===== config.mk =====
export PLATFORM = sky130hd
export DESIGN_NAME = pwm_channel_bank
export DESIGN_NICKNAME = d
export VERILOG_FILES = /design/src/rtl/pwm_channel_bank.sv
export SDC_FILE = /design/constraint.sdc
export NUM_CORES = 2
export LEC_CHECK = 0
export CORE_MARGIN = 5
export CORE_UTILIZATION = 35
export CTS_CLUSTER_DIAMETER = 60
export DETAILED_ROUTE_END_ITERATION = 16
export HOLD_SLACK_MARGIN = 0.08
export MAX_ROUTING_LAYER = met4
export SETUP_SLACK_MARGIN = 0.4
export SLEW_MARGIN = 5
export SYNTH_ARGS = -nofsm -noshare
export SYNTH_HDL_FRONTEND = slang
export SYNTH_SLANG_ARGS = --single-unit

===== constraint.sdc =====
create_clock -name clk_i -period 6.44 [get_ports clk_i]
set_input_delay 1.932 -clock clk_i [delete_from_list [all_inputs] [get_ports clk_i]]
set_output_delay 1.932 -clock clk_i [all_outputs]
set_load 0.02 [all_outputs]

===== src/rtl/pwm_channel_bank.sv =====
// Bank of NumChannels double-buffered PWM channels behind a simple single-cycle device bus.
// Define PWM_IRQ_EN to add the period-wrap interrupt (irq_o port and IRQ_STATUS at 0x3F0).
module pwm_channel_bank #(
    parameter int unsigned NumChannels  = 12,
    parameter int unsigned CtrSize      = 16,
    parameter int unsigned BusAddrWidth = 32,
    parameter int unsigned BusDataWidth = 32
) (
    input  logic                    clk_i,
    input  logic                    rst_ni,
    input  logic                    device_req_i,
    input  logic [BusAddrWidth-1:0] device_addr_i,
    input  logic                    device_we_i,
    input  logic [3:0]              device_be_i,
    input  logic [BusDataWidth-1:0] device_wdata_i,
    output logic                    device_rvalid_o,
    output logic [BusDataWidth-1:0] device_rdata_o,
    output logic [NumChannels-1:0]  pwm_o
`ifdef PWM_IRQ_EN
    ,
    output logic                    irq_o
`endif
);

    localparam logic [1:0] RegPeriod = 2'd0;
    localparam logic [1:0] RegDuty   = 2'd1;
    localparam logic [1:0] RegCtrl   = 2'd2;
    localparam logic [1:0] RegCount  = 2'd3;
`ifdef PWM_IRQ_EN
    localparam logic [5:0] IrqIdx    = 6'h3F;
`endif

    logic [CtrSize-1:0]     period_sh_q [NumChannels];
    logic [CtrSize-1:0]     duty_sh_q   [NumChannels];
    logic [CtrSize-1:0]     period_a_q  [NumChannels];
    logic [CtrSize-1:0]     duty_a_q    [NumChannels];
    logic [CtrSize-1:0]     counter_q   [NumChannels];
    logic [NumChannels-1:0] en_q;
    logic [NumChannels-1:0] inv_q;
    logic [NumChannels-1:0] wrap;
    logic [NumChannels-1:0] chan_wr;
`ifdef PWM_IRQ_EN
    logic [NumChannels-1:0] irq_en_q;
    logic [NumChannels-1:0] irq_status_q;
    logic [NumChannels-1:0] irq_status_d;
    logic [NumChannels-1:0] irq_clr;
    logic [63:0]            clr_ext;
    logic                   irq_q;
`endif

    logic [5:0]              idx;
    logic [1:0]              reg_sel;
    logic                    bus_wr;
    logic [31:0]             byte_mask;
    logic [CtrSize-1:0]      lane_mask;
    logic [CtrSize-1:0]      wdata_c;
    logic [BusDataWidth-1:0] rd_data;
    logic [BusDataWidth-1:0] rdata_q;
    logic                    rvalid_q;
    logic                    unused_bus;

    assign idx       = device_addr_i[9:4];
    assign reg_sel   = device_addr_i[3:2];
    assign bus_wr    = device_req_i && device_we_i;
    assign byte_mask = {{8{device_be_i[3]}}, {8{device_be_i[2]}},
                        {8{device_be_i[1]}}, {8{device_be_i[0]}}};
    assign lane_mask = byte_mask[CtrSize-1:0];
    assign wdata_c   = device_wdata_i[CtrSize-1:0];

    // Only a slice of the address/data/mask is decoded; fold the rest away.
    assign unused_bus = ^{device_addr_i, device_wdata_i, device_be_i, byte_mask};

    always_comb begin
        for (int n = 0; n < NumChannels; n++) begin
            chan_wr[n] = bus_wr && (idx == 6'(n));
            wrap[n]    = en_q[n] && (counter_q[n] == period_a_q[n]);
            pwm_o[n]   = (en_q[n] && (counter_q[n] < duty_a_q[n])) ^ inv_q[n];
        end
    end

    always_ff @(posedge clk_i or negedge rst_ni) begin
        if (!rst_ni) begin
            for (int n = 0; n < NumChannels; n++) begin
                period_sh_q[n] <= '0;
                duty_sh_q[n]   <= '0;
                period_a_q[n]  <= '0;
                duty_a_q[n]    <= '0;
                counter_q[n]   <= '0;
            end
            en_q  <= '0;
            inv_q <= '0;
`ifdef PWM_IRQ_EN
            irq_en_q <= '0;
`endif
        end else begin
            for (int n = 0; n < NumChannels; n++) begin
                if (chan_wr[n] && reg_sel == RegPeriod) begin
                    period_sh_q[n] <= (period_sh_q[n] & ~lane_mask) | (wdata_c & lane_mask);
                end
                if (chan_wr[n] && reg_sel == RegDuty) begin
                    duty_sh_q[n] <= (duty_sh_q[n] & ~lane_mask) | (wdata_c & lane_mask);
                end
                if (chan_wr[n] && reg_sel == RegCtrl && device_be_i[0]) begin
                    en_q[n]  <= device_wdata_i[0];
                    inv_q[n] <= device_wdata_i[1];
`ifdef PWM_IRQ_EN
                    irq_en_q[n] <= device_wdata_i[2];
`endif
                end
                // Active copies reload from the old shadow value, so a same-cycle write
                // lands one period later.
                if (!en_q[n] || wrap[n]) begin
                    counter_q[n]  <= '0;
                    period_a_q[n] <= period_sh_q[n];
                    duty_a_q[n]   <= duty_sh_q[n];
                end else begin
                    counter_q[n] <= counter_q[n] + CtrSize'(1);
                end
            end
        end
    end

`ifdef PWM_IRQ_EN
    // Write-1-to-clear; a wrap in the same cycle sets the bit regardless.
    always_comb begin
        clr_ext      = {32'b0, device_wdata_i & byte_mask};
        irq_clr      = (bus_wr && idx == IrqIdx && reg_sel == RegPeriod) ?
                       clr_ext[NumChannels-1:0] : '0;
        irq_status_d = (irq_status_q & ~irq_clr) | (wrap & irq_en_q);
    end

    always_ff @(posedge clk_i or negedge rst_ni) begin
        if (!rst_ni) begin
            irq_status_q <= '0;
            irq_q        <= 1'b0;
        end else begin
            irq_status_q <= irq_status_d;
            irq_q        <= |irq_status_d;
        end
    end

    assign irq_o = irq_q;

    logic unused_irq;
    assign unused_irq = ^clr_ext;
`endif

    always_comb begin
        rd_data = '0;
        for (int n = 0; n < NumChannels; n++) begin
            if (idx == 6'(n)) begin
                unique case (reg_sel)
                    RegPeriod: rd_data = 32'(period_sh_q[n]);
                    RegDuty:   rd_data = 32'(duty_sh_q[n]);
                    RegCtrl: begin
                        rd_data[0] = en_q[n];
                        rd_data[1] = inv_q[n];
`ifdef PWM_IRQ_EN
                        rd_data[2] = irq_en_q[n];
`endif
                    end
                    RegCount:  rd_data = 32'(counter_q[n]);
                    default:   rd_data = '0;
                endcase
            end
        end
`ifdef PWM_IRQ_EN
        if (idx == IrqIdx && reg_sel == RegPeriod) begin
            rd_data = 32'(irq_status_q);
        end
`endif
    end

    always_ff @(posedge clk_i or negedge rst_ni) begin
        if (!rst_ni) begin
            rvalid_q <= 1'b0;
            rdata_q  <= '0;
        end else begin
            rvalid_q <= device_req_i;
            rdata_q  <= (device_req_i && !device_we_i) ? rd_data : '0;
        end
    end

    assign device_rvalid_o = rvalid_q;
    assign device_rdata_o  = rdata_q;

endmodule


==> results.md <==
- Final Util: 0.394
- Via count: 36617
- Hold WS: 0.504 ns
- Drt wl/cell: 23.3 µm
- Maximum VDD drop: 0.188 mV
- Post-synthesis cell area: 0.0519 mm²
- H-tree depth: 3
- WL final: 157 mm
- Worst-path clk slew: 0.06 ns
- Worst path required time: 4.51 ns
- RD Place Congestion: 0.977
- Fillers: 14087
- P_leak: 26.4 nW
- Worst hold stages: 2
- Critical path's slowest cell: o311ai_0
- Outcome: completed
- Arrival time worst endpoint: 4.02 ns
- Area share of the leading cell type in the synthesized netlist: 0.482
- Register area: 0.0250 mm²
- CTS Sinks: 1001
- GRT Total Usage: 0.202
- Yosys warnings: 0
- DR vias/cell: 5.45
- Max Slew Vio Count: 0
- R2R Path Start: counter_q[90]
- Most common cell after layout, fill and taps aside: dfrtp_1
- Worst clock skew: 0.0219 ns
- Synth unique cells: 66
- Net Sw Frac: 0.242
- CORE AREA: 0.148 mm²
- # nets final: 4969
- Clk Latency, worst-skew pair: 0.73 ns
- DR DRC count: 0
- Max_slew headroom: 0.148
- Final min period: 5.95 ns
- Row Count: 141
- Dominant cells by area after synthesis: dfrtp_1 48%, mux2_2 11%, ha_1 4.6%
- Num CTS Buffers: 108
- P_int: 10.3 mW
- Final Power: 13.6 mW
- Die span in y: 395 µm
- Worst setup SP type: flop
- Worst Path Buf+Inv: 2
- Post-synthesis cell count: 4695
- Num ports: 117
- Kind of critical path: flop to primary output
- R2R cell count: 5
- Crit Path Max Fanout: 6
- Global-route wire length before repair: 236 mm
- Worst setup slack after layout: 0.492 ns
- R2r endpoint: period_a_q[84]
- Sequential fraction of the synthesis area: 0.482
- Initial DRC count: 3316
- FF-to-FF setup slack: 3.38 ns
- Area Overhead vs Synth: 11.9%
- Flops & latches, synth: 1001
- Largest net degree at the start of global routing: 132
- Hold-fix buffers at CTS: 0
- Vias in the first global route: 35765
- Switching pwr: 3.29 mW
- Seq pwr share: 0.473
- CP Cell Sequence: ha_1, nand3_1, a211oi_1, nand2_1, o21a_1, o311ai_0, buf_4, clkdlybuf4s50_1
- Fmax: 0.168 GHz
- Endpoint, Worst Hold: duty_a_q[65]
- Most frequent cells in the layout: 1001 x dfrtp_1, 527 x mux2_2, 343 x nand2_1
- Post-route setup TNS: 0 ns
- Ys async rst share: 1.00
- Final setup fails: 0
- Final Hold Violating Endpoints: 0
- GRT overflow: 0
- Period utilisation layout: 0.924
- Area leader, netlist: dfrtp_1
- Max stage delay on crit path: 0.79 ns
- Deepest clock path buffer count: 3
- Multi-input combinational cell area: 0.0249 mm²
- Setup Buffers After CTS: 0
- Starting density of the core: 0.352
- Die area: 0.156 mm²
- Dpl hpwl: 107 mm
- RSZ-0062 raised after global routing: no
- MaxCap Viol Count: 0
- Ratio of cells with drive above 1 in the final layout: 0.184
- CP Capture Type: primary output
- Pre-CTS WS: 1.14 ns
- Clock tree root buffer cell: clkbuf_16
- Top delay family on crit path: compound AO/OA/AOI/OAI gates
- Chip Width: 395 µm
- PwrDens: 233 mW/mm²
- Avg Cell Area, Syn: 11.1 µm²
- Combinational Power Share: 0.057
- CTS tree: done
- PortBufs: 58
- Worst Tran Pin Value: 1.28 ns
- EDFF count, synth: 0
- Initial antenna violation count: 10
- Post-route ant nets: 0
- Clock Power Share: 0.471
- Ys flop type: dfrtp_1
- 1st-pass router iterations: 6
- Worst Hold Class: flop to flop
- Post_cts resized: 0
-- cell families (layout without fill, tap and decap cells) --
logic type	count (synthesis)	in the layout	synth area share
adders and majority gates	192	192	0.0462
buffers and inverters	493	575	0.0404
muxes	803	803	0.176
and+or+nand+nor	1004	1004	0.0922
AOI/OAI and AO/OA	875	875	0.108
other	1	17	0.0000722
xor gates and xnor gates	326	326	0.0550
DFF	1001	1001	0.482
-- per-layer routing --
layer / share of wire / up-vias / wire length [µm] / GRT usage
met4: 0.030 / 0 / 4680 / 0.0625
met1: 0.47 / 18799 / 73800 / 0.286
met5: 0 / - / 0 / -
li1: - / 16602 / - / -
met3: 0.050 / 223 / 7780 / 0.0246
met2: 0.45 / 993 / 70400 / 0.304
-- worst register-to-register path, delay by kind of cell, from the launching register on --
kind	cells	cell delay, ns
AO/OA/AOI/OAI	1	0.84
XOR/XNOR	1	0.35
buffers and inverters	1	0.60
flip-flops	1	0.47
multiplexers	1	0.42
AND/OR/NAND/NOR	1	0.26
-- how the worst max path moves through the flow --
stage                          start                end  slack, ns  cells after the start
finish                 counter_q[57]           pwm_o[8]       0.49                      8
global route           counter_q[57]           pwm_o[8]       0.53                      8
CTS                    counter_q[89]           pwm_o[6]       0.41                      8
detailed placement  device_addr_i[7]  device_rdata_o[1]       1.14                      6
global placement    device_addr_i[7]  device_rdata_o[8]       1.13                      9
floorplan               counter_q[6]          pwm_o[11]       2.36                      6
-- stage by stage --
stage | cell area [µm²] | std cells
after floorplan | 52000 | 4710
after global placement | 54500 | 6525
after detailed placement | 54500 | 6525
after CTS | 58100 | 6722
after global routing | 58100 | 6723
final | 58100 | 6723
-- cells in the mapped netlist (116+ instances only) --
| cell type | count |
|---|---|
| dfrtp_1 | 1001 |
| mux2_2 | 527 |
| nand2_1 | 344 |
| o21ai_0 | 305 |
| nor2_1 | 267 |
| xnor2_1 | 248 |
| inv_1 | 236 |
| a21oi_1 | 200 |
| ha_1 | 192 |
| mux2i_1 | 136 |
| clkbuf_1 | 118 |
| mux2_1 | 116 |
-- cell type report --
| cell class | instances | area share |
|---|---|---|
| Tap cell | 1930 | 0.0415 |
| Sequential cell | 1001 | 0.431 |
| Multi-Input combinational cell | 3216 | 0.428 |
| Clock buffer | 166 | 0.0570 |
| Timing Repair Buffer | 141 | 0.0215 |
| Clock inverter | 31 | 0.00600 |
| Antenna cell | 1 | 0.0000430 |
| Inverter | 237 | 0.0153 |
-- power by group through the flow --
stage	logic, mW	registers [mW]	clock network (mW)
2_1_floorplan	0.381	6.52	0
3_3_place_gp	0.762	6.53	0
3_5_place_dp	0.768	6.53	0
4_1_cts	0.772	6.42	6.51
5_1_grt	0.826	6.42	6.76
6_report	0.768	6.42	6.39
No activity file was read; power rests on OpenSTA's default activity.
